<file path="src/rtl/branch_logic_if.sv">
// Instruction/flag inputs and registered branch outputs shared between
// the decode/execute stage and the branch-resolution unit.
interface branch_logic_if;
    logic [3:0]  opcode;
    logic [3:0]  FnCode;
    logic [15:0] offset_in;
    logic [31:0] rs_value;
    logic        zflag_ff;
    logic        oflag_ff;
    logic        cflag_ff;
    logic        sflag_ff;
    logic [15:0] offset_out;
    logic        branch;

    modport master (
        output opcode, FnCode, offset_in, rs_value,
        output zflag_ff, oflag_ff, cflag_ff, sflag_ff,
        input  offset_out, branch
    );

    modport slave (
        input  opcode, FnCode, offset_in, rs_value,
        input  zflag_ff, oflag_ff, cflag_ff, sflag_ff,
        output offset_out, branch
    );
endinterface

</file>
<file path="src/rtl/branch_logic.sv">
// Branch-resolution unit: decodes jump/branch opcodes against the registered
// ALU flags and registers the taken strobe plus PC offset/target.
module branch_logic #(
    parameter logic [3:0] JMP_OP = 4'b0110,
    parameter logic [3:0] BR_OP  = 4'b0111
) (
    input  logic           clk,
    input  logic           rst,
    branch_logic_if.slave  bus
);

    typedef enum logic [3:0] {
        COND_Z  = 4'b0000,
        COND_NZ = 4'b0001,
        COND_C  = 4'b0010,
        COND_NC = 4'b0011,
        COND_S  = 4'b0100,
        COND_NS = 4'b0101,
        COND_O  = 4'b0110,
        COND_NO = 4'b0111
    } cond_e;

    logic        w_take;
    logic [15:0] w_offset;
    logic        r_branch;
    logic [15:0] r_offset;
    logic        w_unused_rs_hi;

    // Only the low half of rs_value forms the register-jump target.
    assign w_unused_rs_hi = ^bus.rs_value[31:16];

    always_comb begin
        w_take   = 1'b0;
        w_offset = '0;
        if (bus.opcode == JMP_OP) begin
            if (bus.FnCode == 4'b0000) begin
                w_take   = 1'b1;
                w_offset = bus.offset_in;
            end else if (bus.FnCode == 4'b0001) begin
                w_take   = 1'b1;
                w_offset = bus.rs_value[15:0];
            end
        end else if (bus.opcode == BR_OP) begin
            case (bus.FnCode)
                COND_Z:  w_take = bus.zflag_ff;
                COND_NZ: w_take = ~bus.zflag_ff;
                COND_C:  w_take = bus.cflag_ff;
                COND_NC: w_take = ~bus.cflag_ff;
                COND_S:  w_take = bus.sflag_ff;
                COND_NS: w_take = ~bus.sflag_ff;
                COND_O:  w_take = bus.oflag_ff;
                COND_NO: w_take = ~bus.oflag_ff;
                default: w_take = 1'b0;
            endcase
            if (w_take) begin
                w_offset = bus.offset_in;
            end
        end
    end

    always_ff @(posedge clk) begin
        if (!rst) begin
            r_branch <= 1'b0;
            r_offset <= '0;
        end else begin
            r_branch <= w_take;
            r_offset <= w_offset;
        end
    end

    assign bus.branch     = r_branch;
    assign bus.offset_out = r_offset;

endmodule

</file>
<file path="src/flat_wrapper.sv">
// flat-port wrapper written by rule: the top's interface ports become plain ports
module branch_logic_flat 
#(
    parameter logic [3:0] JMP_OP = 4'b0110,
    parameter logic [3:0] BR_OP  = 4'b0111
)
  (clk, rst, bus_opcode, bus_FnCode, bus_offset_in, bus_rs_value, bus_zflag_ff, bus_oflag_ff, bus_cflag_ff, bus_sflag_ff, bus_offset_out, bus_branch);
  branch_logic_if bus_i ();
  input  logic clk;
  input  logic rst;
  input wire logic [$bits(bus_i.opcode)-1:0] bus_opcode;
  input wire logic [$bits(bus_i.FnCode)-1:0] bus_FnCode;
  input wire logic [$bits(bus_i.offset_in)-1:0] bus_offset_in;
  input wire logic [$bits(bus_i.rs_value)-1:0] bus_rs_value;
  input wire logic [$bits(bus_i.zflag_ff)-1:0] bus_zflag_ff;
  input wire logic [$bits(bus_i.oflag_ff)-1:0] bus_oflag_ff;
  input wire logic [$bits(bus_i.cflag_ff)-1:0] bus_cflag_ff;
  input wire logic [$bits(bus_i.sflag_ff)-1:0] bus_sflag_ff;
  output wire logic [$bits(bus_i.offset_out)-1:0] bus_offset_out;
  output wire logic [$bits(bus_i.branch)-1:0] bus_branch;
  assign bus_i.opcode = bus_opcode;
  assign bus_i.FnCode = bus_FnCode;
  assign bus_i.offset_in = bus_offset_in;
  assign bus_i.rs_value = bus_rs_value;
  assign bus_i.zflag_ff = bus_zflag_ff;
  assign bus_i.oflag_ff = bus_oflag_ff;
  assign bus_i.cflag_ff = bus_cflag_ff;
  assign bus_i.sflag_ff = bus_sflag_ff;
  assign bus_offset_out = bus_i.offset_out;
  assign bus_branch = bus_i.branch;
  branch_logic #(.JMP_OP(JMP_OP), .BR_OP(BR_OP)) u_core (.clk(clk), .rst(rst), .bus(bus_i));
endmodule
</file>
<file path="config.mk">
export PLATFORM = sky130hd
export DESIGN_NAME = branch_logic_flat
export DESIGN_NICKNAME = d
export VERILOG_FILES = /design/src/rtl/branch_logic_if.sv /design/src/rtl/branch_logic.sv /design/src/flat_wrapper.sv
export SDC_FILE = /design/constraint.sdc
export NUM_CORES = 1
export LEC_CHECK = 0
export CAP_MARGIN = 10
export CELL_PAD_IN_SITES_DETAIL_PLACEMENT = 1
export CELL_PAD_IN_SITES_GLOBAL_PLACEMENT = 2
export CORE_ASPECT_RATIO = 1.75
export CORE_MARGIN = 10
export CORE_UTILIZATION = 17
export CTS_BUF_LIST = sky130_fd_sc_hd__clkbuf_2
export CTS_CLUSTER_DIAMETER = 80
export DETAILED_ROUTE_END_ITERATION = 7
export HOLD_SLACK_MARGIN = 0.1
export MAX_ROUTING_LAYER = met4
export PLACE_DENSITY_LB_ADDON = 0.1
export SYNTH_ARGS = -nofsm -noshare
export SYNTH_HDL_FRONTEND = slang
export SYNTH_SLANG_ARGS = --single-unit
</file>
<file path="constraint.sdc">
create_clock -name clk -period 3.06 [get_ports clk]
set_clock_uncertainty 0.05 [all_clocks]
set_input_delay 0.765 -clock clk [delete_from_list [all_inputs] [get_ports clk]]
set_output_delay 0.765 -clock clk [all_outputs]
set_load 0.005 [all_outputs]
</file>
==> run_results.csv <==
group,metric,value,unit
route,wirelength,3490,um
route,drc,0,
finish,nets,224,
pwr,power_switching,111,uW
route,drt_iter0_drc,15,
clocking,cts_resized,0,
setup_path,crit_fanout,8,
placement,place.gp.congestion,0.670,
synth,yosysTopAreaCell,"dfxtp_1",
route,drtAntennaViolNets,0,
finish,syn_to_final_growth,81.6,%
synth,synth_area_per_cell,9.32,um2
die,rows,34,
route,wl_per_cell,16.2,um
route,num_vias,977,
pwr,power_density,268,mW/mm2
setup_path,cp_cell_sequence,"clkdlybuf4s50_1 > or4b_4 > nor3_4 > a22oi_1 > o21ai_1",
clocking,clkSinkCount,17,
die,die_area,0.00854,mm2
timing,min_period_over_period,0.751,
synth,ys_async_sr_fraction,0,
setup_path,crit_arrival,2.49,ns
pwr,p_sw_frac,0.259,
clocking,ctsLongestPathBuffers,2,
setup_path,crit_required,3.25,ns
timing,rsz0062_at_grt,"false",
timing,final-max-slew-violation-count,0,
route,drt_pre_antenna_iters,4,
die,core,0.00498,mm2
synth,yosysWarnings,0,
route,post_drt_via_cell_ratio,4.54,
finish,final_layout_size_suffix_gt1_frac,0.106,
setup_path,crit_path_end_kind,"flop",
setup_path,crit_type,"in2reg",
timing,setup_viol,0,
hold_path,worstHoldPathType,"in2reg",
placement,io_buffers,62,
pwr,vdd_drop_max,0.111,mV
global_routing,gr-usage-all-layers,0.0837,
clocking,path_clk_slew,0.19,ns
die,die_w,74.3,um
synth,yosysUniqueCellTypes,22,
global_routing,grt_overflow_total,0,
pwr,p_int,316,uW
setup_path,cpMaxStageDelayCell,"or4b_4",
timing,hold_slack,0.970,ns
finish,n_fill_cell,604,
timing,hold_violations,0,
synth,yosysTopAreaCellShare,0.389,
clocking,numCtsBuffers,3,
global_routing,grt_pass1_vias,1134,
setup_path,path_buf_inv,1,
timing,maxSlewHeadroom,0.599,
global_routing,antenna_found_initial,0,
clocking,postCtsHoldBufs,0,
die,start_util,0.176,
run_status,outcome,"finished, final reports clean",
synth,synth_area_leaders,"dfxtp_1 (39%), inv_1 (7.3%), o221ai_1 (7.0%), a22oi_1 (6.9%), nand2_1 (4.7%)",
pwr,p_leak,0.000622,uW
finish,num_antenna_cells,0,
flow_run,drv_cap,0,
pwr,clockPowerShare,0.251,
synth,synth_common_cells,"dfxtp_1 (17), inv_1 (17), nand2_1 (11)",
placement,hpwl,2950,um
synth,synth.ff_latch_count,17,
global_routing,grt_max_degree,12,
clocking,post-cts-setup-buffers,0,
die,die_h,115,um
synth,syn_inst,94,
timing,finalSetupTns,0,ns
clocking,htreeDepth,1,
setup_path,cpPeakStageDelay,0.58,ns
setup_path,cp-start-kind,"primary input",
global_routing,grt_pass1_wl,5480,um
synth,synth_seq_area_share,0.389,
pwr,comb_power_share,0.226,
synth,syn_nets,156,
timing,worstMarginPinSlew,0.599,ns
clocking,root_buffer,"clkbuf_2",
pwr,seq_power_share,0.523,
synth,synth_flop_cell,"dfxtp_1",
timing,timing.fmax,0.435,GHz
timing,fin_crit,2.30,ns
synth,synth_edf_count,0,
die,top_level_ports,79,
synth,synth_area,876,um2
setup_path,critPathTopFamily,"simple AND/OR/NAND/NOR gates",
clocking,cts_tree,"yes",
[cell type report]
cell class / count / area (um2) / area share
clock inverters: 1 / 5.00 / 0.00315
clock buffers: 3 / 15.0 / 0.00944
well taps: 54 / 67.6 / 0.0425
repair buffers: 65 / 643 / 0.404
inverters: 18 / 67.6 / 0.0425
flip-flops and latches: 17 / 340 / 0.214
multi-input cells: 57 / 452 / 0.284
[registers in the layout, indices dropped and copies added (netlist names)]
register / count
u_core.bus.offset_out: 16
u_core.bus.branch: 1
[per-stage QoR]
step,total power (uW),instance area (um2),cells,worst slack [ns],util
6_report,427,1590,215,0.762,0.320
3_3_place_gp,323,1570,211,0.423,0.315
5_1_grt,455,1590,215,0.659,0.320
2_1_floorplan,252,876,94,1.15,-
3_5_place_dp,325,1570,211,0.369,0.315
4_1_cts,438,1590,215,0.730,0.320
[kinds of logic after synthesis]
family,after synthesis,synth area share
and+or+nand+nor,29,0.250
AOI/OAI and AO/OA,25,0.231
muxes,3,0.0343
DFF,17,0.389
buffers and inverters,20,0.0957
[worst min-delay path, stage by stage]
cell	delay, ns
clkdlybuf4s50_1	0.41
inv_1	0.06
o21ai_1	0.06
[per-layer routing]
layer  part of all wire  GRT usage
met1               0.39     0.0878
met2               0.53      0.146
met3              0.076     0.0190
met4              0.010     0.0331
met5                  0          -
[path summary, 6_finish.rpt]
kind,start,to,slack [ns],cells past startpoint
min,bus_offset_in[10],u_core.bus.offset_out[10]$_SDFF_PN0_,0.97,3
max,bus_FnCode[2],u_core.bus.offset_out[6]$_SDFF_PN0_,0.76,5
[power by group through the flow]
| stage | Combinational (uW) | Sequential (uW) | Clock (uW) |
|---|---|---|---|
| after floorplan | 23.9 | 228 | 0 |
| after global placement | 95.2 | 228 | 0 |
| after detailed placement | 97.6 | 228 | 0 |
| after CTS | 98.0 | 223 | 117 |
| after global routing | 105 | 224 | 127 |
| final | 96.5 | 223 | 107 |
[cell usage in the layout, fill, tap and decap left out, drive strengths merged]
| cell type | Yosys | routed |
|---|---|---|
| nor4 | 1 | 1 |
| clkdlybuf4s50 | 0 | 62 |
| mux2i | 3 | 3 |
| o21ai | 8 | 8 |
| nor3 | 3 | 3 |
| inv | 18 | 18 |
| dfxtp | 17 | 17 |
| clkbuf | 0 | 3 |
| or4b | 1 | 1 |
| nand2b | 1 | 1 |
| nand4bb | 1 | 1 |
| a22oi | 8 | 8 |
| o221ai | 8 | 8 |
| buf | 2 | 3 |
| nor4b | 1 | 1 |
| o311ai | 1 | 1 |
| nor3b | 1 | 1 |
| nand3 | 8 | 8 |
| clkinv | 0 | 1 |
| nor2 | 1 | 1 |
| nand2 | 11 | 11 |
No activity file was read; power rests on OpenSTA's default activity.
